**src/rtl/alu_pkg.sv**
```systemverilog
// Shared definitions for the accumulator sequencer: opcode map, FSM states
// and the default datapath width.
package alu_pkg;

  localparam int unsigned ALU_DATA_W = 8;

  localparam logic [2:0] OP_ADD   = 3'd0;
  localparam logic [2:0] OP_SUB   = 3'd1;
  localparam logic [2:0] OP_SHL   = 3'd2;
  localparam logic [2:0] OP_SHR   = 3'd3;
  localparam logic [2:0] OP_PASSA = 3'd4;
  localparam logic [2:0] OP_PASSB = 3'd5;
  localparam logic [2:0] OP_RSVD6 = 3'd6;
  localparam logic [2:0] OP_RSVD7 = 3'd7;

  typedef enum logic [1:0] {
    IDLE  = 2'd0,
    ISSUE = 2'd1,
    RESP  = 2'd2
  } state_t;

endpackage

```
**src/rtl/alu_cmd_fifo.sv**
```systemverilog
// Command FIFO for alu_seq: registered output, full/empty flags, no
// same-cycle bypass, so a push into an empty FIFO is visible one cycle later.
module alu_cmd_fifo #(
  parameter int unsigned WIDTH = 11,
  parameter int unsigned DEPTH = 4
) (
  input  logic             clk,
  input  logic             rst,
  input  logic             push,
  input  logic [WIDTH-1:0] din,
  input  logic             pop,
  output logic [WIDTH-1:0] dout,
  output logic             full,
  output logic             empty
);

  localparam int unsigned AW = $clog2(DEPTH);

  logic [WIDTH-1:0] mem [DEPTH];
  logic [AW:0]      wr_ptr;
  logic [AW:0]      rd_ptr;

  // Pointers carry one extra wrap bit to tell full from empty.
  assign empty = (wr_ptr == rd_ptr);
  assign full  = (wr_ptr[AW] != rd_ptr[AW]) && (wr_ptr[AW-1:0] == rd_ptr[AW-1:0]);
  assign dout  = mem[rd_ptr[AW-1:0]];

  always_ff @(posedge clk) begin
    if (rst) begin
      wr_ptr <= '0;
      rd_ptr <= '0;
    end else begin
      if (push && !full) begin
        mem[wr_ptr[AW-1:0]] <= din;
        wr_ptr              <= wr_ptr + (AW+1)'(1);
      end
      if (pop && !empty) begin
        rd_ptr <= rd_ptr + (AW+1)'(1);
      end
    end
  end

endmodule

```
**src/rtl/alu_seq.sv**
```systemverilog
// Accumulator sequencer driving an external combinational ALU.
// Optional command FIFO enabled by defining ALU_SEQ_FIFO_EN.
module alu_seq
  import alu_pkg::*;
#(
  parameter int unsigned DATA_W     = ALU_DATA_W,
  parameter int unsigned FIFO_DEPTH = 4
) (
  input  logic              clk,
  input  logic              rst,
  input  logic              cmd_valid,
  output logic              cmd_ready,
  input  logic [2:0]        cmd_op,
  input  logic [DATA_W-1:0] cmd_imm,
  input  logic              acc_clr,
  output logic [DATA_W-1:0] alu_a,
  output logic [DATA_W-1:0] alu_b,
  output logic [2:0]        alu_n,
  input  logic [DATA_W-1:0] alu_r,
  input  logic [3:0]        alu_cc,
  output logic              res_valid,
  input  logic              res_ready,
  output logic [DATA_W-1:0] res_data,
  output logic [3:0]        res_cc,
  output logic              res_err,
  output logic              busy
);

  if (FIFO_DEPTH < 2 || (FIFO_DEPTH & (FIFO_DEPTH - 1)) != 0) begin : g_depth_check
    $error("alu_seq: FIFO_DEPTH must be a power of two >= 2");
  end

  state_t            state_q, state_d;
  logic [DATA_W-1:0] acc_q;
  logic [DATA_W-1:0] imm_q;
  logic [3:0]        flags_q;
  logic [2:0]        op_q;
  logic              err_q;
  logic              op_rsvd;

  logic              in_valid;
  logic [2:0]        in_op;
  logic [DATA_W-1:0] in_imm;
  logic              take;

`ifdef ALU_SEQ_FIFO_EN
  logic [DATA_W+2:0] fifo_dout;
  logic              fifo_full;
  logic              fifo_empty;

  alu_cmd_fifo #(
    .WIDTH (DATA_W + 3),
    .DEPTH (FIFO_DEPTH)
  ) u_fifo (
    .clk   (clk),
    .rst   (rst),
    .push  (cmd_valid && cmd_ready),
    .din   ({cmd_op, cmd_imm}),
    .pop   (take),
    .dout  (fifo_dout),
    .full  (fifo_full),
    .empty (fifo_empty)
  );

  assign cmd_ready         = !fifo_full && !rst;
  assign in_valid          = !fifo_empty;
  assign {in_op, in_imm}   = fifo_dout;
`else
  assign cmd_ready = (state_q == IDLE) && !rst;
  assign in_valid  = cmd_valid;
  assign in_op     = cmd_op;
  assign in_imm    = cmd_imm;
`endif

  assign op_rsvd = (op_q == OP_RSVD6) || (op_q == OP_RSVD7);

  always_comb begin
    state_d = state_q;
    take    = 1'b0;
    alu_a   = acc_q;
    alu_b   = '0;
    alu_n   = OP_PASSA;
    case (state_q)
      IDLE: begin
        if (in_valid) begin
          take    = 1'b1;
          state_d = ISSUE;
        end
      end
      ISSUE: begin
        alu_b   = imm_q;
        alu_n   = op_rsvd ? OP_PASSA : op_q;
        state_d = RESP;
      end
      RESP: begin
        if (res_ready) state_d = IDLE;
      end
      default: state_d = IDLE;
    endcase
  end

  always_ff @(posedge clk) begin
    if (rst) begin
      state_q <= IDLE;
      acc_q   <= '0;
      flags_q <= '0;
      op_q    <= '0;
      imm_q   <= '0;
      err_q   <= 1'b0;
    end else begin
      state_q <= state_d;
      case (state_q)
        IDLE: begin
          // Clear lands on the same edge as acceptance, so the op sees A=0.
          if (acc_clr) begin
            acc_q   <= '0;
            flags_q <= '0;
          end
          if (take) begin
            op_q  <= in_op;
            imm_q <= in_imm;
          end
        end
        ISSUE: begin
          if (op_rsvd) begin
            err_q <= 1'b1;
          end else begin
            err_q   <= 1'b0;
            acc_q   <= alu_r;
            flags_q <= alu_cc;
          end
        end
        default: ;
      endcase
    end
  end

  assign res_valid = (state_q == RESP);
  assign res_data  = acc_q;
  assign res_cc    = flags_q;
  assign res_err   = res_valid && err_q;
  assign busy      = (state_q != IDLE);

endmodule

```
**config.mk**
```make
export PLATFORM = sky130hd
export DESIGN_NAME = alu_seq
export DESIGN_NICKNAME = d
export VERILOG_FILES = /design/src/rtl/alu_pkg.sv /design/src/rtl/alu_cmd_fifo.sv /design/src/rtl/alu_seq.sv
export SDC_FILE = /design/constraint.sdc
export NUM_CORES = 1
export LEC_CHECK = 0
export CORE_MARGIN = 1
export CORE_UTILIZATION = 40
export CTS_CLUSTER_DIAMETER = 60
export DETAILED_ROUTE_END_ITERATION = 7
export DONT_BUFFER_PORTS = 1
export PLACE_DENSITY = 0.58
export SLEW_MARGIN = 20
export SYNTH_ARGS = -nofsm -noshare
export SYNTH_HDL_FRONTEND = slang
export SYNTH_SLANG_ARGS = --single-unit
```
**constraint.sdc**
```tcl
create_clock -name clk -period 2.5 [get_ports clk]
set_input_delay 0.25 -clock clk [delete_from_list [all_inputs] [get_ports clk]]
set_output_delay 0.25 -clock clk [all_outputs]
set_load 0.03 [all_outputs]
```
=== Word level (Yosys, flattened, before mapping) ===
Index checks and enable logic that the tools add are counted.
Widths: inputs -> output; s select.

* Reductions and logical operators: 10
* Equal/unequal tests: 8
* Mux-type cells: 15

{| class="wikitable"
|+ Operators with widths
! kind !! number
|-
| $mux 8 || 3
|-
| $pmux 8 s2 || 1
|-
| $mux 4 || 2
|-
| $pmux 4 s2 || 1
|-
| $eq 3x3->1 const B || 2
|-
| $mux 3 || 2
|-
| $ne 2x2->1 const B || 3
|-
| $pmux 2 s3 || 1
|-
| $mux 2 || 2
|-
| $reduce_and 2->1 || 2
|-
| $reduce_bool 2->1 || 2
|-
| $mux 1 || 3
|-
| $reduce_and 3->1 || 1
|-
| $eq 2x1->1 const B || 1
|-
| $eq 2x2->1 const B || 1
|-
| $logic_and 1x1->1 || 2
|-
| $logic_not 2->1 || 1
|-
| $ne 2x1->1 const B || 1
|-
| $logic_not 1->1 || 1
|-
| $logic_or 1x1->1 || 1
|}

* Output and inout port bits: 35
* Register bits after elaboration: 26
* Word-level logic and storage cells: 39
* Input bits: 28

=== Logic depth before layout (Yosys ltp) ===
Gate-level depths: netlist of the first run.

* Depth in word-level cells: 4
* Mapped depth: 5
* Mapped depth without buffers: 3

=== Worst setup path before layout of the first run ===
OpenSTA, ideal clock, no wires.

* Kind: register to output
* From: register state_q[0]
* To: output alu_n[1]
* Arrival time: 1.426 ns
* Path buffers: 1
* Cell stages (with the launch flop): 5
* Path slack: 0.824 ns
* Cells stage by stage: dfxtp_1 -> buf_6 -> nor2b_1 -> or2b_1 -> nor2_1

* Longest elaborated chain between the ends: 2

{| class="wikitable"
|+ Ends and longest elaborated chain
! element !! RTL line !! text
|-
| start, declared || alu_seq.sv:33 || <nowiki>state_t state_q, state_d;</nowiki>
|-
| start signal, assigned || alu_seq.sv:111 || <nowiki>state_q <= state_d;</nowiki>
|-
| $eq 2x1->1 || alu_seq.sv:83 || <nowiki>case (state_q)</nowiki>
|-
| $mux 3 || alu_seq.sv:83 ||
|-
| end, declared || alu_seq.sv:18 || <nowiki>output logic [2:0] alu_n,</nowiki>
|}

Every way passes these cells.

=== Worst setup path in the final report of the first run ===
Same ends and word-level chain as after synthesis.

==> results of run 1 <==
layer usage:
metal	part of all wire, %	vias up	wire length [um]	global-route usage [%]
met5	0	-	0	0
met4	0.68	0	17	5.57
met3	8.7	2	217	6.22
met2	51	34	1260	27.2
met1	40	415	995	18.5
li1	-	423	-	-
synth_stat cells (2+ instances only):
cell / n
a21oi_1: 14
inv_1: 2
dfxtp_1: 26
buf_6: 2
nor2b_1: 2
mux2i_1: 11
clkbuf_1: 6
clkbuf_2: 2
buf_4: 8
nor2_1: 14
nand4b_1: 12
and3_1: 2
and2_1: 10
o21ai_0: 12
where the power goes:
part	switching, mW	internal (mW)
Clock	0.130	0.162
Combinational	0.0565	0.0378
Sequential	0.0445	0.436
Total	0.231	0.636
final cells by class:
cell class | instances | share of cell area [%]
inverters | 2 | 0.626
repair buffers | 5 | 3.34
multi-input cells | 84 | 45.0
clock buffers | 3 | 1.88
well taps | 31 | 3.23
clock inverters | 1 | 2.50
flip-flops and latches | 26 | 43.4
sequential cells by signal, indices dropped and copies added, names as in the netlist:
| register | cells |
|---|---|
| alu_a | 8 |
| err_q | 1 |
| imm_q | 8 |
| op_q | 3 |
| res_cc | 4 |
| state_q | 2 |
worst paths after layout:
check,from,to,slack [ps]
hold / removal,cmd_valid,state_q[0]$_SDFFE_PP0P_,50
hold reg to reg,err_q$_SDFFE_PP0N_,err_q$_SDFFE_PP0N_,480
setup / recovery,state_q[0]$_SDFFE_PP0P_,alu_n[1],310
setup reg to reg,state_q[0]$_SDFFE_PP0P_,state_q[0]$_SDFFE_PP0P_,780
repair_timing:
action / in CTS / in global routing
endpoints found under the setup margin: 0 / 0
hold buffers: 1 / 0
endpoints found under the hold margin: 25 / 0
critical path, cell delays in order (launching register included):
cell and delay (ps):
dfxtp_1 730, nor2b_1 370, or2b_1 280, nor2_1 90, buf_4 160
metrics by stage:
step	hold slack (ps)	util, %	std cells
after floorplan	372	-	131
after global placement	322	40.9	147
after detailed placement	324	40.9	147
after CTS	36.7	43.1	152
after global routing	45.8	43.1	152
final	48.5	43.1	152
cells by family (layout without fill, tap and decap cells):
kind of cell	Yosys count	count (layout)	share of synthesized area (%)
AND/OR/NAND/NOR	46	46	24.6
buffers and inverters	21	11	10.7
AO/OA/AOI/OAI	27	27	11.6
flip-flops	26	26	43.8
multiplexers	11	11	9.26
==> flow_summary.toml, run 1 <==
[placement]
portBuffers = 0
post-place-ws_ps = 670
dp_hpwl_um = 1750
gp_congestion = 0.718
post_dp_cell_area_sq_um = 1140

[clock_tree]
cts_root_buf = "clkbuf_4"
cts_tree = "built"
clk_pin_slew_ps = 140
clockBufferDepth = 2
clock-sinks = 26
htree_levels = 1
post_cts_buffers = 0
cts_buffers = 3
cts-resized-gates = 0
clock_latency_ps = 320

[final_layout]
syn_to_final_growth_pct = 0.947
diodes = 0
nNetsFinal = 150
nFillCells = 293
drive_gt1_share_pct = 8.26
multi_input_area_sq_um = 541
final_area_sq_um = 1200
layout_common_cells = "26 x dfxtp_1, 14 x nor2_1, 14 x a21oi_1"
final_common_cell = "dfxtp_1"
seq_area_sq_um = 520

[floorplanning]
ios = 63
initial_core_util_pct = 42.7
fp.dieW_um = 56.5
die_y_um = 56.5
die_area_sq_um = 3190
coreArea_sq_um = 2780
core.rowCount = 19

[global_routing]
grt_max_degree = 26
gr-total-overflow = 0
grt_pass1_wl_um = 3950
antenna_found_initial = 0
grtUsageTotal_pct = 16.2
grt_pass1_vias = 822

[timing]
final.setup_skew_ps = 5.19
rsz0062_at_grt = "false"
setup_tns_ps = 0
period_share_pct = 87.7
fmaxAchievable_mhz = 456
slew_headroom_pct = 36.8
setup_viol = 0
finalMaxSlewViolations = 0
finalHoldViolations = 0
setup_ws_ps = 307
worstMarginPinSlew_ps = 945
period_needed_ps = 2190

[synth]
ys.flop_type = "dfxtp_1"
synth_top_area_share_pct = 43.8
synth_cell_type_count = 22
syn_nets = 159
ys_seq_area_share_pct = 43.8
synth.area.top_cells = "dfxtp_1 44%, mux2i_1 9.3%, nand4b_1 8.8%"
ys_seq_elements = 26
syn_area_per_cell_sq_um = 9.07
synthCells = 131
yosys_warnings = 0
async_flop_share_pct = 0
synth_enable_flop_cells = 0
synth_area_sq_um = 1190
yosysTopAreaCell = "dfxtp_1"

[setup_path]
rr_worst_depth = 3
cp-end-kind = "primary output"
cp.arrival_ps = 1940
crit_fanout = 18
cp-start-kind = "flip-flop"
critical_path_class = "flip-flop to primary output"
cp.required_ps = 2250

[hold_path]
min_path_cells = 1
min_path_type = "input port to flip-flop"

[power]
p_per_area_nw_per_um2 = 722
leakagePower_nw = 0.449
power_mw = 0.866
peakVddDrop_v = 0.000394

[detailed_routing]
firstDrtPassIters = 4
antenna_left = 0
vias = 874
routed_via_density = 5.75
drt_iter0_drc = 26
postRouteWirelength_um = 2490
drc = 0
avgRoutedWirePerCell_um = 16.4

[status]
outcome = "complete, no violations"

[job]
cap_violations = 0
Note: power is estimated with default switching activity, not from simulation.
==> run 2: changes to the inputs <==
- CORE_MARGIN: 1 -> 2
- CTS_CLUSTER_DIAMETER: 60 -> unset
==> flow_summary.toml, run 2 (same netlist as run 1, synthesis figures left out) <==
[placement]
portBuffers = 0
dp.cells = 148
gp_congestion = 0.704
post-place-ws_ps = 868
dp_hpwl_um = 1780

[timing]
worstMarginPinSlew_ps = 918
slew_headroom_pct = 38.6
setup_viol = 0
finalMaxSlewViolations = 0
setup_tns_ps = 0
period_share_pct = 79.1
setup_ws_ps = 523
fmaxAchievable_mhz = 506
rsz0062_at_grt = "false"
final.setup_skew_ps = 2.91
period_needed_ps = 1980
finalHoldViolations = 0

[floorplanning]
coreArea_sq_um = 2780
die_y_um = 58.5
fp.dieW_um = 58.5
initial_core_util_pct = 42.7
core.rowCount = 19
ios = 63
die_area_sq_um = 3420

[setup_path]
rr_worst_depth = 3
slowest_delay_ps = 480
cp_num_buf_inv = 0
crit_family = "simple AND/OR/NAND/NOR gates"
cp-start-kind = "flip-flop"
slowest_stage = "dfxtp_1"
r2r_slack_ps = 850
crit_fanout = 17
reg2reg_to = "state_q[0]$_SDFFE_PP0P_"
cp-end-kind = "primary output"
critical_path_class = "flip-flop to primary output"
cp.arrival_ps = 1730
path_cells = "or2_2, nor2_1"
r2r-start = "state_q[1]$_SDFFE_PP0P_"
cp.required_ps = 2250

[final_layout]
nFillCells = 295
syn_to_final_growth_pct = 0.210
drive_gt1_share_pct = 9.02
layout_common_cells = "26 x dfxtp_1, 14 x nor2_1, 14 x a21oi_1"
nNetsFinal = 151
instances_no_fill = 153
diodes = 0
final_common_cell = "dfxtp_1"

[hold_path]
min_path_type = "input port to flip-flop"
hold_start = "cmd_valid"
min_to = "state_q[0]$_SDFFE_PP0P_"
min_path_cells = 1

[clock_tree]
cts_tree = "built"
clock_latency_ps = 320
ctsHoldBuffers = 1
cts-resized-gates = 0
htree_levels = 1
cts_root_buf = "clkbuf_4"
post_cts_buffers = 0
clockBufferDepth = 2
clock-sinks = 26
cts_buffers = 3
clk_pin_slew_ps = 140

[detailed_routing]
drc = 0
drt_iter0_drc = 55
vias = 855
antenna_left = 0
firstDrtPassIters = 4
avgRoutedWirePerCell_um = 16.6
routed_via_density = 5.59
postRouteWirelength_um = 2540

[status]
outcome = "complete, no violations"

[global_routing]
grt_pass1_wl_um = 4080
antenna_found_initial = 0
grtUsageTotal_pct = 15.5
use_met3_pct = 5.71
grt_pass1_vias = 858
use_met2_pct = 25.4
gr-total-overflow = 0
grt_max_degree = 26
use_met1_pct = 19.4
grt-busiest-layer = "met2"

[power]
leakagePower_nw = 0.447
p_per_area_nw_per_um2 = 662
power_mw = 0.788
peakVddDrop_v = 0.000531

[job]
cap_violations = 0
-- run 2: cell types whose count changed in the layout (fill, tap and decap cells not counted), sizes merged --
| cell | delta |
|---|---|
| buf | +1 |
| bufinv | -1 |
| clkbuf | +1 |
-- run 2: area by class of cell --
cell class / instances / area, sq um / share of cell area [%]
flip-flops and latches: 26 / 520 / 43.7
inverters: 2 / 7.51 / 0.630
well taps: 31 / 38.8 / 3.26
repair buffers: 6 / 47.5 / 3.99
clock buffers: 4 / 36.3 / 3.05
multi-input cells: 84 / 541 / 45.4
-- run 2: worst register-to-register path, cell delays in order (launching register included) --
cell and delay, ps:
dfxtp_1 480, or2_2 460, nor2_1 480, and2_1 200
-- run 2: stage by stage --
step	cell area, sq um	hold slack, ps	utilization (%)
detailed placement	1140	323	41.2
global route	1190	33.5	42.8
global placement	1140	323	41.2
floorplan	1190	372	-
finish	1190	43.3	42.8
CTS	1190	27.4	42.8
-- run 2: how the worst max path moves through the flow --
stage,cells after the start,to,start
2_1_floorplan,4,alu_n[1],state_q[0]$_SDFFE_PP0P_
3_3_place_gp,3,state_q[0]$_SDFFE_PP0P_,state_q[1]$_SDFFE_PP0P_
3_5_place_dp,3,state_q[0]$_SDFFE_PP0P_,state_q[1]$_SDFFE_PP0P_
4_1_cts,2,cmd_ready,state_q[1]$_SDFFE_PP0P_
5_1_grt,2,cmd_ready,state_q[1]$_SDFFE_PP0P_
6_report,2,cmd_ready,state_q[1]$_SDFFE_PP0P_
-- run 2: layer usage --
metal	wire (um)	vias up
met1	1080	392
met5	0	-
li1	-	425
met3	233	2
met4	16	0
met2	1210	36
-- run 2: report_power, final --
part	switching [mW]	leakage [nW]	internal, mW
clock	0.123	0.0210	0.0890
combinational	0.0615	0.213	0.0392
sequential	0.0400	0.212	0.436
total	0.225	0.447	0.564
